$ cat config.mk
export PLATFORM = sky130hd
export DESIGN_NAME = uart_tx_ctrl
export DESIGN_NICKNAME = d
export VERILOG_FILES = /design/src/rtl/uart_tx_ctrl.sv
export SDC_FILE = /design/constraint.sdc
export NUM_CORES = 1
export LEC_CHECK = 0
export ABC_AREA = 0
export CAP_MARGIN = 10
export CORE_AREA = 2 2 39 41
export DETAILED_ROUTE_END_ITERATION = 8
export DIE_AREA = 0 0 41 43
export PLACE_DENSITY = 0.72
export SYNTH_ARGS = -nofsm -noshare
export SYNTH_HDL_FRONTEND = slang
export SYNTH_SLANG_ARGS = --single-unit
$ cat constraint.sdc
create_clock -name clk -period 3.4 [get_ports clk]
set_clock_uncertainty 0.05 [all_clocks]
set_input_delay 0.68 -clock clk [delete_from_list [all_inputs] [get_ports clk]]
set_output_delay 0.68 -clock clk [all_outputs]
set_load 0.01 [all_outputs]
$ cat src/rtl/uart_tx_ctrl.sv
// Frame controller for the UART transmit serializer: sequences start, data,
// optional parity and stop bits, and watches the serializer's done handshake.
module uart_tx_ctrl #(
    parameter int DATA_WIDTH = 8
) (
    input  logic                  clk,
    input  logic                  rst,
    input  logic                  data_valid,
    input  logic [DATA_WIDTH-1:0] p_data,
    input  logic                  par_en,
    input  logic                  par_typ,
    input  logic                  ser_data,
    input  logic                  ser_done,
    output logic                  load,
    output logic                  ser_en,
    output logic                  tx_out,
    output logic                  tx_ready,
    output logic                  busy,
    output logic                  ser_err
);

    localparam int CNT_W = (DATA_WIDTH > 1) ? $clog2(DATA_WIDTH) : 1;
    localparam logic [CNT_W-1:0] LAST_BIT = CNT_W'(DATA_WIDTH - 1);

    typedef enum logic [2:0] {
        IDLE   = 3'd0,
        START  = 3'd1,
        DATA   = 3'd2,
        PARITY = 3'd3,
        STOP   = 3'd4
    } state_t;

    state_t           state_r;
    state_t           state_nxt_s;
    logic [CNT_W-1:0] bit_cnt_r;
    logic             par_en_r;
    logic             par_bit_r;
    logic             ser_err_r;
    logic             tx_ready_s;
    logic             accept_s;
    logic             last_bit_s;
    logic             wd_fault_s;

    function automatic logic calc_parity(input logic [DATA_WIDTH-1:0] d, input logic odd);
        return (^d) ^ odd;
    endfunction

    // Handshake decode; reset blocks acceptance even when the state already reads IDLE
    always_comb begin
        tx_ready_s = (state_r == IDLE) || (state_r == STOP);
        accept_s   = data_valid && tx_ready_s && !rst;
        last_bit_s = (bit_cnt_r == LAST_BIT);
        // done must appear exactly on the last data bit and nowhere earlier
        wd_fault_s = (state_r == DATA) && (last_bit_s ? !ser_done : ser_done);
    end

    // State register
    always_ff @(posedge clk) begin
        if (rst) begin
            state_r <= IDLE;
        end else begin
            state_r <= state_nxt_s;
        end
    end

    // Next-state logic
    always_comb begin
        state_nxt_s = state_r;
        case (state_r)
            IDLE: begin
                if (accept_s) begin
                    state_nxt_s = START;
                end else begin
                    state_nxt_s = IDLE;
                end
            end
            START: begin
                state_nxt_s = DATA;
            end
            DATA: begin
                if (!last_bit_s) begin
                    state_nxt_s = DATA;
                end else if (par_en_r) begin
                    state_nxt_s = PARITY;
                end else begin
                    state_nxt_s = STOP;
                end
            end
            PARITY: begin
                state_nxt_s = STOP;
            end
            STOP: begin
                if (accept_s) begin
                    state_nxt_s = START;
                end else begin
                    state_nxt_s = IDLE;
                end
            end
            default: begin
                state_nxt_s = IDLE;
            end
        endcase
    end

    // Frame context captured at acceptance, bit counter and sticky watchdog flag
    always_ff @(posedge clk) begin
        if (rst) begin
            bit_cnt_r <= {CNT_W{1'b0}};
            par_en_r  <= 1'b0;
            par_bit_r <= 1'b0;
            ser_err_r <= 1'b0;
        end else begin
            if (accept_s) begin
                par_en_r  <= par_en;
                par_bit_r <= calc_parity(p_data, par_typ);
            end
            if ((state_r == DATA) && !last_bit_s) begin
                bit_cnt_r <= bit_cnt_r + {{(CNT_W-1){1'b0}}, 1'b1};
            end else begin
                bit_cnt_r <= {CNT_W{1'b0}};
            end
            if (wd_fault_s) begin
                ser_err_r <= 1'b1;
            end
        end
    end

    // Output decode from registered state
    always_comb begin
        tx_out = 1'b1;
        case (state_r)
            IDLE:    tx_out = 1'b1;
            START:   tx_out = 1'b0;
            DATA:    tx_out = ser_data;
            PARITY:  tx_out = par_bit_r;
            STOP:    tx_out = 1'b1;
            default: tx_out = 1'b1;
        endcase
        load     = accept_s;
        ser_en   = accept_s || (state_r == DATA);
        busy     = (state_r != IDLE);
        tx_ready = tx_ready_s;
        ser_err  = ser_err_r;
    end

endmodule

# Word level (Yosys, flattened, before mapping)

Index checks and enable logic that the tools add are counted.

Word-level logic and storage cells: 33
Memories: 0
Register bits: 9
Input bits: 15
Output and inout port bits: 6
Latch bits: 0
ROM bits: 0
Memory bits (writable): 0

Add/subtract/negate cells: 1
Div/mod/pow operators: 0
$mul: 0
Reduce and logical (&&, ||, !) cells: 14
Equal/unequal tests: 5
Shift operators: 0
Bitwise operators: 2
Order comparisons: 0
Multiplexer cells: 6

Operators by type and width:

| operator              | number |
|---|---|
| $pmux W3 S4           | 1 |
| $reduce_xor A8 Y1     | 1 |
| $eq A3 B2 Y1 const B  | 2 |
| $eq A3 B3 Y1 const B  | 2 |
| $mux W3               | 2 |
| $logic_and A1 B1 Y1   | 4 |
| $reduce_or A2 Y1      | 2 |
| $add A3 B1 Y3 const B | 1 |
| $eq A3 B1 Y1 const B  | 1 |
| $logic_not A1 Y1      | 3 |
| $logic_not A3 Y1      | 1 |
| $pmux W1 S3           | 1 |
| $reduce_bool A3 Y1    | 1 |
| $logic_or A1 B1 Y1    | 2 |
| $mux W1               | 2 |
| $not A1 Y1            | 1 |
| $xor A1 B1 Y1         | 1 |

# Logic depth before layout (Yosys ltp)

Word-level depth: 6
Depth in mapped cells: 6
Mapped depth without buffers: 6

# Worst setup path before layout

OpenSTA, ideal clock, no wires.

Path type: input to output
From: in rst
To: out ser_en
Cell stages on the path: 4
Path buffers: 1
Data required time: 2.670 ns
Slack: 1.422 ns
Data arrival time: 1.248 ns
Cell sequence: clkbuf_1 > nor2_1 > nand2_1 > a21oi_1

Longest elaborated chain between the ends: 3

RTL lines:

| element             | line | source |
|---|---|---|
| from (decl)         | 7    | `input logic rst,` |
| $logic_not A1 Y1    | 51   | `accept_s = data_valid && tx_ready_s && !rst;` |
| $logic_and A1 B1 Y1 | 51   |  |
| $logic_or A1 B1 Y1  | 140  | `ser_en = accept_s \|\| (state_r == DATA);` |
| to (decl)           | 15   | `output logic ser_en,` |

No other way between the ends.

# Worst setup path in the final report

From: in data_valid
To: out load

Longest elaborated chain between the ends: 2

RTL lines:

| element                           | line | source |
|---|---|---|
| from (decl)                       | 8    | `input logic data_valid,` |
| $logic_and A1 B1 Y1 (2 in series) | 51   |  |
| to (decl)                         | 14   | `output logic load,` |

No other way between the ends.

==> summary.md <==
| Metric | Value |
|---|---|
| H-Tree Depth | `1` |
| Clock sinks | `9` |
| Yosys warns | `0` |
| Post-CTS Resized | `0` |
| Hold crit path type | `reg2reg` |
| Vias in the first global route | `439` |
| Drt pass-1 iters | `4` |
| Slew HR | `73.2%` |
| Setup_tns | `0 ns` |
| Kind of cell adding the most delay to the critical path | `buffers and inverters` |
| Peak supply drop | `0.314 mV` |
| All-layer global routing usage | `14.7%` |
| Crit share post-route | `88.3%` |
| Part of the power in the clock network | `between 20% and 30%` |
| Root Driver | `clkbuf_4` |
| Final Hold Vio Count | `0` |
| R2R Path End | `bit_cnt_r[0]` |
| Switching share of power | `25.6%` |
| Antenna diodes | `0` |
| Number of synthesized register bits | `9` |
| Hold Startpoint | `bit_cnt_r[0]` |
| Remaining DRCs | `0` |
| Yosys cell types | `23` |
| Most common cell after layout, fill and taps aside | `clkdlybuf4s50_1` |
| Yosys top cell area share | `36.4%` |
| Worst path slowest cell | `clkdlybuf4s50_1` |
| Max Fanout on Critical Path | `4` |
| # rows | `14` |
| Total power | `0.273 mW` |
| Storage cell area | `180 µm²` |
| Clock tree buffer depth | `2` |
| GR Overflow Total | `0` |
| Nets | `a little under 100` |
| Area of the multi-input gates | `300 µm²` |
| CP required | `2.67 ns` |
| GR Util met2 | `22.8%` |
| Mean routed wirelength per cell | `10.2 µm` |
| Die Span Y | `43 µm` |
| Die area | `~1800 µm²` |
| Mapped Area | `about 500 µm²` |
| RSZ-0062 raised after global routing | `no` |
| Die width | `41 µm` |
| Part of the power in registers | `43.1%` |
| Filler cells | `140` |
| Worst R2R Start | `bit_cnt_r[0]` |
| Max Fclk | `333 MHz` |
| Core ar. | `1380 µm²` |
| Pwr/cell area | `368 nW/µm²` |
| Total length of routed wires | `981 µm` |
| Final Worst Setup Slack | `approximately 0.40 ns` |
| Arr. time, crit path | `2.27 ns` |
| DP Worst Slack | `~0.4 ns` |
| Final min period | `3.00 ns` |
| Vias per cell | `4.80` |
| Met1 GRT Util | `16.0%` |
| # hold bufs at CTS | `0` |
| Initial antenna violation count | `0` |
| Worst reg2reg setup slack | `between 1.5 and 2 ns` |
| Layout cells sized above 1 | `8.75%` |
| I/O pin count | `21` |
| Commonest non-fill, non-tap cells in the layout | `clkdlybuf4s50_1, dfxtp_1, nor3_1, a21oi_1, nand2_1` |
| PortBufs | `20` |
| TritonCTS clock tree | `built` |
| Initial Util | `35.8%` |
| Max_cap viols | `0` |
| CP Buf/Inv Count | `2` |
| Worst hold path endpoint | `bit_cnt_r[0]` |
| Area Overhead vs Synth | `49.7%` |
| Worst-skew pair later-pin latency | `0.26 ns` |
| CP Launch Type | `input port` |
| Iter 0 DRT Violations | `6` |
| Post-CTS Setup Repair Bufs | `0` |
| Hold path cells | `1` |
| Min Hold Slack | `0.373 ns` |
| Synth Instances | `57` |
| Worst-margin pin slew | `about 0.4 ns` |
| Crit-path most repeated cell | `clkdlybuf4s50_1` |
| GRT met3 Usage | `around a tenth` |
| Combinational power share | `27.0%` |
| Largest stage delay on the critical path | `between 0.5 and 0.6 ns` |
| Area leader, netlist | `dfxtp_1` |
| Synth top area cells | `dfxtp_1, xnor2_1, a21oi_1` |
| Num CTS Buffers | `3` |
| Static Leak | `0.291 nW` |
| Global-route wire length before repair | `1750 µm` |
| Crit-path cells | `clkdlybuf4s50_1 > or3b_4 > nor2_4 > clkdlybuf4s50_1` |
| CP Class | `in2out` |
| GR peak layer | `met2` |
| Via Count | `461` |
| Max Slew Vio Count | `0` |
| P_sw | `0.0698 mW` |
| Routed Antenna Nets | `0` |
| Outcome | `completed` |
| Syn_nets | `74` |
| Largest net degree at the start of global routing | `13` |
| Reg2reg path depth | `4` |
| Placed insts | `92` |
| Final setup viols | `0` |
| CP Capture Type | `primary output` |
| Mean Syn Cell Area | `8.69 µm²` |
| Routability cong. | `slightly above 0.7` |
| Internal power | `0.203 mW` |
| Register area share after synthesis | `36.4%` |
| Worst Setup SP | `data_valid` |
| Final cell count without fillers | `96` |
| Clock-pin slew on the worst setup and hold paths | `0.06 ns` |
logic make-up (layout without fill, tap and decap cells):
group           count (synthesis)  in the layout  share of synthesized area (%)
buf+inv                         4             27                           3.03
simple gates                   27             27                           30.3
xor+xnor                        7              7                           15.2
compound gates                  8              8                           10.1
flops                           9              9                           36.4
fa+ha+maj                       2              2                           5.05
layout make-up:
cell class,instances,share of cell area (%)
clock buffers,4,3.54
inverters,2,1.01
multi-input cells,44,40.5
flip-flops and latches,9,24.3
well taps,16,2.70
repair buffers,21,28.0
Yosys cell counts:
| master | n |
|---|---|
| nor2_4 | 1 |
| a21oi_1 | 6 |
| o211ai_2 | 1 |
| and2_1 | 2 |
| nand2_1 | 5 |
| a211oi_1 | 1 |
| nor4_1 | 1 |
| dfxtp_1 | 9 |
| nand3_1 | 1 |
| or2_1 | 1 |
| or3_1 | 1 |
| nor2b_1 | 1 |
| xor2_1 | 2 |
| nor2_1 | 4 |
| nor3_1 | 6 |
| xnor2_1 | 4 |
| or3b_4 | 1 |
| nand2b_1 | 1 |
| xnor3_1 | 1 |
| inv_1 | 2 |
| clkbuf_1 | 2 |
| nand3b_1 | 2 |
| ha_1 | 2 |
layer usage:
metal	part of all wire [%]	wire, µm	up-vias
li1	-	-	243
met1	42	408	202
met2	48	469	16
met3	11	104	0
met4	0	0	0
met5	0	0	-
power by group through the flow:
| stage | Combinational [mW] | Sequential [mW] | Clock (mW) |
|---|---|---|---|
| final | 0.0737 | 0.118 | 0.0814 |
| after detailed placement | 0.0744 | 0.120 | 0 |
| after floorplan | 0.0409 | 0.117 | 0 |
| after CTS | 0.0748 | 0.118 | 0.0843 |
| after global placement | 0.0733 | 0.120 | 0 |
| after global routing | 0.0806 | 0.119 | 0.0904 |
flip-flops by register name (all words and copies together), names as in the netlist:
| name | cells |
|---|---|
| bit_cnt_r | 3 |
| state_r | 3 |
| par_bit_r | 1 |
| par_en_r | 1 |
| ser_err | 1 |
stage by stage:
stage          util, %  instance area (µm²)
6_report          53.6                  742
5_1_grt           53.6                  742
4_1_cts           53.6                  742
3_5_place_dp      51.7                  716
3_3_place_gp      51.7                  716
2_1_floorplan        -                  495
worst max-delay path by stage:
stage	slack [ns]	cells past startpoint	endpoint
2_1_floorplan	1.42	4	ser_en
3_3_place_gp	0.40	4	load
3_5_place_dp	0.39	4	load
4_1_cts	0.39	4	load
5_1_grt	0.33	4	load
6_report	0.40	4	load
Power figures use the tool's default switching activity.
